`src/rtl/div_sequencer_if.sv`:
```
// div_sequencer_if: execute-stage handshake between the pipeline and the iterative divider
interface div_sequencer_if #(parameter int DATA_WIDTH = 64);
  logic                  i_start;
  logic                  i_flush;
  logic [2:0]            i_func3;
  logic                  i_word;
  logic [DATA_WIDTH-1:0] i_src_1;
  logic [DATA_WIDTH-1:0] i_src_2;
  logic                  o_stall;
  logic                  o_done;
  logic [DATA_WIDTH-1:0] o_result;
  modport master (output i_start, i_flush, i_func3, i_word, i_src_1, i_src_2,
                  input o_stall, o_done, o_result);
  modport slave (input i_start, i_flush, i_func3, i_word, i_src_1, i_src_2,
                 output o_stall, o_done, o_result);
endinterface

```
`src/rtl/div_sequencer.sv`:
```
// div_sequencer: radix-2 restoring divider with its own FSM for RV64M DIV/DIVU/REM/REMU and W variants
module div_sequencer #(
  parameter int DATA_WIDTH = 64,
  parameter int CNT_W = 7
) (
  input logic i_clk,
  input logic i_arstn,
  div_sequencer_if.slave bus
);
  localparam int DW = DATA_WIDTH;
  localparam int HW = DATA_WIDTH / 2;
  localparam logic [DW-1:0] MIN_D = {1'b1, {(DW-1){1'b0}}};
  localparam logic [DW-1:0] MIN_W = {{(HW+1){1'b1}}, {(HW-1){1'b0}}};
  typedef enum logic [1:0] {IDLE, DIV, FINISH} state_t;
  state_t state, state_nx;
  logic [CNT_W-1:0] cnt;
  logic [DW-1:0] quo, rem, dvd, dvs, result;
  logic sign_q, sign_r, op_rem, op_word;
  logic is_signed, is_rem, dz, ovf, special, accept, ge;
  logic [DW-1:0] a_ext, b_ext, a_abs, b_abs, spec_res, q_fin, rem_nx, fin_res;
  logic [DW:0] rem_sh;
  function automatic logic [DW-1:0] wext(input logic w, input logic [DW-1:0] v);
    return w ? {{HW{v[HW-1]}}, v[HW-1:0]} : v;
  endfunction
  always_comb begin
    is_signed = bus.i_func3 == 3'd4 || bus.i_func3 == 3'd6;
    is_rem = bus.i_func3 == 3'd6 || bus.i_func3 == 3'd7;
    a_ext = bus.i_word ? {{HW{is_signed & bus.i_src_1[HW-1]}}, bus.i_src_1[HW-1:0]} : bus.i_src_1;
    b_ext = bus.i_word ? {{HW{is_signed & bus.i_src_2[HW-1]}}, bus.i_src_2[HW-1:0]} : bus.i_src_2;
    a_abs = is_signed && a_ext[DW-1] ? -a_ext : a_ext;
    b_abs = is_signed && b_ext[DW-1] ? -b_ext : b_ext;
    dz = b_ext == '0;
    ovf = is_signed && (&b_ext) && a_ext == (bus.i_word ? MIN_W : MIN_D);
    special = dz || ovf;
    spec_res = wext(bus.i_word, is_rem ? (dz ? a_ext : '0) : (dz ? '1 : a_ext));
    accept = state == IDLE && bus.i_start && !bus.i_flush;
    rem_sh = {rem, dvd[DW-1]};
    ge = rem_sh >= {1'b0, dvs};
    rem_nx = ge ? rem_sh[DW-1:0] - dvs : rem_sh[DW-1:0];
    q_fin = {quo[DW-2:0], ge};
    fin_res = wext(op_word, op_rem ? (sign_r ? -rem_nx : rem_nx) : (sign_q ? -q_fin : q_fin));
  end
  always_comb begin
    state_nx = state;
    bus.o_stall = 1'b0;
    bus.o_done = 1'b0;
    case (state)
      IDLE: begin
        bus.o_stall = accept;
        state_nx = accept ? (special ? FINISH : DIV) : IDLE;
      end
      DIV: begin
        bus.o_stall = !bus.i_flush;
        state_nx = bus.i_flush ? IDLE : (cnt == CNT_W'(1) ? FINISH : DIV);
      end
      FINISH: begin
        bus.o_done = !bus.i_flush;
        state_nx = IDLE;
      end
      default: state_nx = IDLE;
    endcase
  end
  always_ff @(posedge i_clk or negedge i_arstn)
    if (!i_arstn) state <= IDLE;
    else state <= state_nx;
  always_ff @(posedge i_clk or negedge i_arstn)
    if (!i_arstn) begin
      cnt <= '0;
      quo <= '0;
      rem <= '0;
      dvd <= '0;
      dvs <= '0;
      sign_q <= 1'b0;
      sign_r <= 1'b0;
      op_rem <= 1'b0;
      op_word <= 1'b0;
      result <= '0;
    end else if (accept) begin
      cnt <= bus.i_word ? CNT_W'(HW) : CNT_W'(DW);
      quo <= '0;
      rem <= '0;
      dvd <= bus.i_word ? {a_abs[HW-1:0], {HW{1'b0}}} : a_abs;
      dvs <= b_abs;
      sign_q <= is_signed && (a_ext[DW-1] ^ b_ext[DW-1]);
      sign_r <= is_signed && a_ext[DW-1];
      op_rem <= is_rem;
      op_word <= bus.i_word;
      if (special) result <= spec_res;
    end else if (state == DIV && !bus.i_flush) begin
      cnt <= cnt - CNT_W'(1);
      quo <= q_fin;
      rem <= rem_nx;
      dvd <= dvd << 1;
      if (cnt == CNT_W'(1)) result <= fin_res;
    end
  assign bus.o_result = result;
endmodule

```
`src/flat_wrapper.sv`:
```
// flat-port wrapper written by rule: the top's interface ports become plain ports
module div_sequencer_flat 
#(
  parameter int DATA_WIDTH = 64,
  parameter int CNT_W = 7
)
  (i_clk, i_arstn, bus_i_start, bus_i_flush, bus_i_func3, bus_i_word, bus_i_src_1, bus_i_src_2, bus_o_stall, bus_o_done, bus_o_result);
  div_sequencer_if #(.DATA_WIDTH(DATA_WIDTH)) bus_i ();
  input logic i_clk;
  input logic i_arstn;
  input wire logic [$bits(bus_i.i_start)-1:0] bus_i_start;
  input wire logic [$bits(bus_i.i_flush)-1:0] bus_i_flush;
  input wire logic [$bits(bus_i.i_func3)-1:0] bus_i_func3;
  input wire logic [$bits(bus_i.i_word)-1:0] bus_i_word;
  input wire logic [$bits(bus_i.i_src_1)-1:0] bus_i_src_1;
  input wire logic [$bits(bus_i.i_src_2)-1:0] bus_i_src_2;
  output wire logic [$bits(bus_i.o_stall)-1:0] bus_o_stall;
  output wire logic [$bits(bus_i.o_done)-1:0] bus_o_done;
  output wire logic [$bits(bus_i.o_result)-1:0] bus_o_result;
  assign bus_i.i_start = bus_i_start;
  assign bus_i.i_flush = bus_i_flush;
  assign bus_i.i_func3 = bus_i_func3;
  assign bus_i.i_word = bus_i_word;
  assign bus_i.i_src_1 = bus_i_src_1;
  assign bus_i.i_src_2 = bus_i_src_2;
  assign bus_o_stall = bus_i.o_stall;
  assign bus_o_done = bus_i.o_done;
  assign bus_o_result = bus_i.o_result;
  div_sequencer #(.DATA_WIDTH(DATA_WIDTH), .CNT_W(CNT_W)) u_core (.i_clk(i_clk), .i_arstn(i_arstn), .bus(bus_i));
endmodule
```
`config.mk`:
```
export PLATFORM = sky130hd
export DESIGN_NAME = div_sequencer_flat
export DESIGN_NICKNAME = d
export VERILOG_FILES = /design/src/rtl/div_sequencer_if.sv /design/src/rtl/div_sequencer.sv /design/src/flat_wrapper.sv
export SDC_FILE = /design/constraint.sdc
export NUM_CORES = 1
export LEC_CHECK = 0
export ABC_AREA = 1
export ABC_CLOCK_PERIOD_IN_PS = 13600
export CAP_MARGIN = 25
export CORE_ASPECT_RATIO = 0.8
export CORE_MARGIN = 4
export CORE_UTILIZATION = 25
export DETAILED_ROUTE_END_ITERATION = 8
export PLACE_DENSITY = 0.51
export SLEW_MARGIN = 10
export SYNTH_ARGS = -nofsm -noshare
export SYNTH_HDL_FRONTEND = slang
export SYNTH_SLANG_ARGS = --single-unit
```
`constraint.sdc`:
```
create_clock -name i_clk -period 13.6 [get_ports i_clk]
set_input_delay 2.72 -clock i_clk [delete_from_list [all_inputs] [get_ports i_clk]]
set_output_delay 2.72 -clock i_clk [all_outputs]
set_load 0.01 [all_outputs]
```
Word level (Yosys, flattened, before mapping)
Cells that the tools add are included.
{ "totals": {"register_bits": 332, "latchBits": 0, "mem_bits_rw": 0, "rom_bits": 0, "in_bits": 136, "output_inout_bits": 66, "elab_cells": 82, "mem_count": 0} }
{ "op_classes": {"add_sub_neg": 6, "mul": 0, "div": 0, "order_cmp": 1, "n_eq_ne": 8, "n_shift": 0, "mux": 35, "bitwise": 3, "n_reduce_logical": 18} }
{ "ops": {"columns": ["cell", "count"], "rows": [
  ["$mux 64", 22],
  ["$neg 64->64", 4],
  ["$mux 63", 3],
  ["$ge 65x64->1", 1],
  ["$eq 64x64->1", 1],
  ["$logic_not 64->1", 1],
  ["$reduce_and 64->1", 1],
  ["$sub 64x64->64", 1],
  ["$mux 7", 3],
  ["$eq 3x3->1 const B", 3],
  ["$logic_and 1x1->1", 8],
  ["$mux 2", 4],
  ["$eq 7x1->1 const B", 1],
  ["$sub 7x1->7 const B", 1],
  ["$pmux 2 s2", 1],
  ["$reduce_bool 2->1", 2],
  ["$logic_or 1x1->1", 3],
  ["$reduce_and 3->1", 1],
  ["$and 1x1->1", 2],
  ["$eq 2x1->1 const B", 1],
  ["$eq 2x2->1 const B", 1],
  ["$logic_not 2->1", 1],
  ["$ne 2x1->1 const B", 1],
  ["$pmux 1 s2", 1],
  ["3 further kinds", 3]
]} }

Longest topological paths before layout
{ "depth": {"ltp_word": 11, "depth_mapped": 36, "mapped_depth_nobuf": 34} }

Least setup slack after synthesis
No wires, ideal clock.
{ "synth_timing": {"path_kind": "input -> output", "start": "input port bus_i_flush", "end": "output port bus_o_stall", "arrival_ns": 4.006, "t_required_ns": 10.880, "slack_ns": 6.874, "path_stages": 7, "path_buffers": 2, "path_cell_list": "nor2_1 -> nand3_1 -> inv_1 -> nor2_1 -> clkinv_1 -> clkbuf_1 -> clkbuf_1"} }
{ "synth_between": {"elab_chain_len": 3} }
{ "synth_lines": {"columns": ["element", "line", "source"], "rows": [
  ["start, declared", "flat_wrapper.sv:12", "input wire logic [$bits(bus_i.i_flush)-1:0] bus_i_flush;"],
  ["$logic_not 1->1 *", "div_sequencer.sv:36, div_sequencer.sv:53", null],
  ["$logic_and 1x1->1", "div_sequencer.sv:36", "accept = state == IDLE && bus.i_start && !bus.i_flush;"],
  ["$pmux 1 s2 *", "div_sequencer.sv:47", "case (state)"],
  ["end, declared", "flat_wrapper.sv:17", "output wire logic [$bits(bus_i.o_stall)-1:0] bus_o_stall;"]
]} }
Mark *: on every way between the ends. The rest lies on a longest branch, timed or not.

Worst setup path in the final report
Ends and elaborated chain as after synthesis.

==> Implementation_results.wiki <==
{| class="wikitable"
! Metric !! Value
|-
| Outcome || finished, final reports clean
|-
| Via density per instance || 4.991
|-
| Rows || 114
|-
| Total nets after synthesis || 5229
|-
| Critical path's top delay family || buffers and inverters
|-
| Required @ worst endpoint || 10880 ps
|-
| Weighted congestion reported at the end of routability-driven placement || 0.9977
|-
| Post-DP HPWL || 111700 um
|-
| Critical path depth || 8
|-
| CP Capture Type || primary output
|-
| Final period utilization || 67.85%
|-
| Number of buffers inserted by post-CTS setup repair || 0
|-
| Post-DR wirelength/cell || 20.73 um
|-
| First-pass GRT wire length || 204500 um
|-
| Setup Total Neg Slack || 0 ps
|-
| PnR Total Power || 8.515 mW
|-
| Unrepaired setup endpoints after global routing || no
|-
| Cell depth of the worst flop-to-flop path || 31
|-
| Gates resized, CTS repair || 0
|-
| Chip Height || 320.6 um
|-
| CTS tree || built
|-
| Delay of the slowest cell on the worst path || 750 ps
|-
| Top cells by area, synth || sky130_fd_sc_hd__dfrtp_1 27%, sky130_fd_sc_hd__nand2_1 18%, sky130_fd_sc_hd__inv_1 9.1%, sky130_fd_sc_hd__nor2_1 6.2%, sky130_fd_sc_hd__o21ai_0 5.7%
|-
| Adder and majority cell fraction of the synthesized area || 3.531%
|-
| Maximum number of pins on one net before global-route repair || 103
|-
| Number of synthesized flops with an enable pin || 0
|-
| Post-route ant nets || 0
|-
| Mux contribution to synthesized area || 0%
|-
| XOR/XNOR Fraction of Synth Area || 3.785%
|-
| DIE WIDTH || 398.8 um
|-
| Post-synthesis cell count || 5021
|-
| Mean cell area of the mapped netlist || 6.083 um^2
|-
| Clk pin slew, worst setup/hold paths || 50 ps
|-
| Port Buffer Count || 201
|-
| Most Frequent Cell on Critical Path || sky130_fd_sc_hd__clkdlybuf4s50_1
|-
| Fraction of the mapped netlist area in compound gates || 15.59%
|-
| Pwr per Cell Area || 239.5 nW/um^2
|-
| Clock latency on the worst-skew pair || 600 ps
|-
| Worst hold path class || reg -> reg
|-
| Most numerous cell in the Yosys netlist || sky130_fd_sc_hd__nand2_1
|-
| Leading cell types by count after synthesis || 1488 x sky130_fd_sc_hd__nand2_1, 743 x sky130_fd_sc_hd__inv_1, 506 x sky130_fd_sc_hd__nor2_1, 346 x sky130_fd_sc_hd__o21ai_0, 332 x sky130_fd_sc_hd__dfrtp_1
|-
| CP startpoint kind || primary input
|-
| Via count || 33810
|-
| Post-Route Skew || 19.08 ps
|-
| Clock net sink count || 332
|-
| Maximum buffer depth of the clock tree || 3
|-
| Critical path buffers and inverters || 5
|-
| TritonRoute pass-1 iters || 7
|-
| Number of global-route vias before repair || 31140
|-
| Area of the die || 127900 um^2
|-
| Syn Std Cell Area || 30540 um^2
|-
| Share of flip-flops with an asynchronous set or reset after synthesis || 100.0%
|-
| Antenna violations before repair || 9
|-
| Clock Root Buffer || sky130_fd_sc_hd__clkbuf_16
|-
| Hold Violations, Final || 0
|-
| Starting utilization of the core area || 25.22%
|-
| Number of buffers added by the clock tree synthesis step || 44
|-
| Maximum operating frequency || 108.4 MHz
|-
| Setup violation total in the final timing report || 0
|-
| DRC violations left || 0
|-
| Layout net count || 5324
|-
| H-tree level count || 2
|-
| Post-layout minimum cycle time || 9228 ps
|-
| Chain of cells forming the critical path || clkdlybuf4s50_1, nor2_1, nand3_4, inv_2, buf_4, nor2_4, inv_4, clkdlybuf4s50_1
|-
| Depth of the worst hold-timing path || 2
|-
| Number of max-cap violations || 0
|-
| Largest family of logic cells by synthesized area || simple AND/OR/NAND/NOR gates
|-
| Sequential element share of the synthesized area || 27.20%
|-
| Yosys top cell area share || 27.20%
|-
| Crit path max-delay cell type || sky130_fd_sc_hd__clkdlybuf4s50_1
|-
| Number of distinct standard cells referenced by the synthesized netlist || 64
|-
| Highest fanout seen on the critical path || 76
|-
| Prevailing post-synth register cell || sky130_fd_sc_hd__dfrtp_1
|-
| Category of the critical setup timing path || in -> out
|-
| Tightest slew margin relative to the limit || 31.37%
|-
| Congestion Overflow GR || 0
|-
| Crit path DAT || 6510 ps
|-
| Share of synthesized cell area in and, or, nand and nor gates || 37.51%
|-
| Max-slew violation total from the final report || 0
|-
| Boundary pin count || 202
|-
| Number of warning messages in the yosys log || 0
|-
| Fraction of final layout cells sized beyond drive strength 1 || 5.517%
|-
| Library cell occupying the most area in the post-synthesis netlist || sky130_fd_sc_hd__dfrtp_1
|-
| Total Routing Usage GR || 21.16%
|-
| Synthesized flop and latch total || 332
|-
| Hold buffer count at CTS || 0
|-
| Core region area || 121100 um^2
|-
| Standby leakage power || 17.35 nW
|-
| Post-detailed-routing wire length || 140400 um
|-
| Synth-to-Final Area Change || 16.38%
|-
| Slew at the pin with the worst max-slew slack || 1027 ps
|-
| Maximum ir drop on the vdd rail || 0.1225 mV
|-
| Initial DRC count || 3646
|}
## sequential cells by signal (all words and copies together), names as in the netlist
signal	flops
u_core.bus.o_result	64
u_core.cnt	7
u_core.dvd	64
u_core.dvs	64
u_core.op_rem	1
u_core.op_word	1
u_core.quo	63
u_core.rem	64
u_core.sign_q	1
u_core.sign_r	1
u_core.state	2
## kinds of logic after synthesis
group,Yosys count
fa+ha+maj,89
flops,332
buf+inv,957
xor+xnor,132
simple gates,2674
compound gates,837
## routing by layer
metal | up-vias | part of all wire (%) | wire length (um) | global-route usage [%]
met5 | - | 0.0093 | 13 | 0
met1 | 15940 | 47 | 66250 | 31.68
met4 | 2 | 2.5 | 3483 | 5.152
met2 | 1349 | 42 | 58610 | 30.95
met3 | 154 | 8.6 | 12070 | 4.056
li1 | 16370 | - | - | -
## cells in the final DEF, fill, tap and decap left out, types with 6 or more instances in the layout
cell / instances
sky130_fd_sc_hd__nand2_1: 1485
sky130_fd_sc_hd__inv_1: 742
sky130_fd_sc_hd__nor2_1: 502
sky130_fd_sc_hd__o21ai_0: 346
sky130_fd_sc_hd__dfrtp_1: 330
sky130_fd_sc_hd__nand3_1: 318
sky130_fd_sc_hd__a21oi_1: 240
sky130_fd_sc_hd__clkdlybuf4s50_1: 200
sky130_fd_sc_hd__xor2_1: 101
sky130_fd_sc_hd__nor3_1: 84
sky130_fd_sc_hd__nand4_1: 83
sky130_fd_sc_hd__o22ai_1: 83
sky130_fd_sc_hd__ha_1: 71
sky130_fd_sc_hd__nor2_2: 50
sky130_fd_sc_hd__o211ai_1: 45
sky130_fd_sc_hd__clkbuf_16: 45
sky130_fd_sc_hd__nor4_1: 43
sky130_fd_sc_hd__buf_4: 36
sky130_fd_sc_hd__nand2_2: 33
sky130_fd_sc_hd__o221ai_1: 33
sky130_fd_sc_hd__nand3_2: 31
sky130_fd_sc_hd__xnor2_1: 31
sky130_fd_sc_hd__inv_2: 19
sky130_fd_sc_hd__maj3_1: 17
sky130_fd_sc_hd__o21ai_1: 12
sky130_fd_sc_hd__o31ai_1: 12
sky130_fd_sc_hd__clkbuf_8: 10
sky130_fd_sc_hd__nor2_4: 9
sky130_fd_sc_hd__a31oi_1: 9
sky130_fd_sc_hd__or2_2: 9
sky130_fd_sc_hd__o21a_1: 8
sky130_fd_sc_hd__clkinv_2: 8
sky130_fd_sc_hd__a22oi_1: 7
sky130_fd_sc_hd__clkinv_1: 6
## worst reg2reg max path: cells and delay by family (launching register included)
family                   cells  cell delay, ps
AND/OR/NAND/NOR             19            2930
adder cells (fa/ha/maj)      2             670
buffers and inverters        4            1490
AO/OA/AOI/OAI                6            1470
flip-flops                   1             380
## metrics by stage
step | area [um^2] | util [%] | hold slack, ps | setup slack (ps) | instances
4_1_cts | 35540 | 29.35 | 482.9 | 4381 | 6772
6_report | 35550 | 29.35 | 481.6 | 4372 | 6775
5_1_grt | 35540 | 29.35 | 492.5 | 4202 | 6773
3_3_place_gp | 34030 | 28.10 | 463.9 | 4429 | 6693
2_1_floorplan | 30540 | - | 447.8 | 6874 | 5021
3_5_place_dp | 34040 | 28.11 | 466.5 | 4393 | 6694
## layout make-up
cell class | count | area [um^2]
clock buffer | 60 | 1282
clock inverter | 18 | 217.7
inverter | 768 | 2885
fill | 13630 | 85550
sequential | 332 | 8310
timing repair buffer | 238 | 2298
tap | 1624 | 2032
multi-input combinational | 3732 | 18510
antenna | 3 | 7.507
## report_power, final
part           switching [mW]  internal [mW]
combinational            4.16           1.60
sequential              0.252           1.27
clock                   0.494          0.736
## path summary, 6_finish.rpt
path | slack (ps) | end | start
worst min-delay path | 480 | u_core.dvs[19]$_DFFE_PN0P_ | u_core.dvs[19]$_DFFE_PN0P_
worst max-delay path | 4370 | bus_o_stall | bus_i_flush
worst min register to register | 480 | u_core.dvs[19]$_DFFE_PN0P_ | u_core.dvs[19]$_DFFE_PN0P_
max in group asynchronous | 9200 | u_core.op_rem$_DFFE_PN0P_ | i_arstn
worst max register to register | 6580 | u_core.bus.o_result[54]$_DFFE_PN0P_ | u_core.dvs[57]$_DFFE_PN0P_
min in group asynchronous | 2120 | u_core.dvd[52]$_DFFE_PN0P_ | i_arstn
Note: power is estimated with default switching activity, not from simulation.
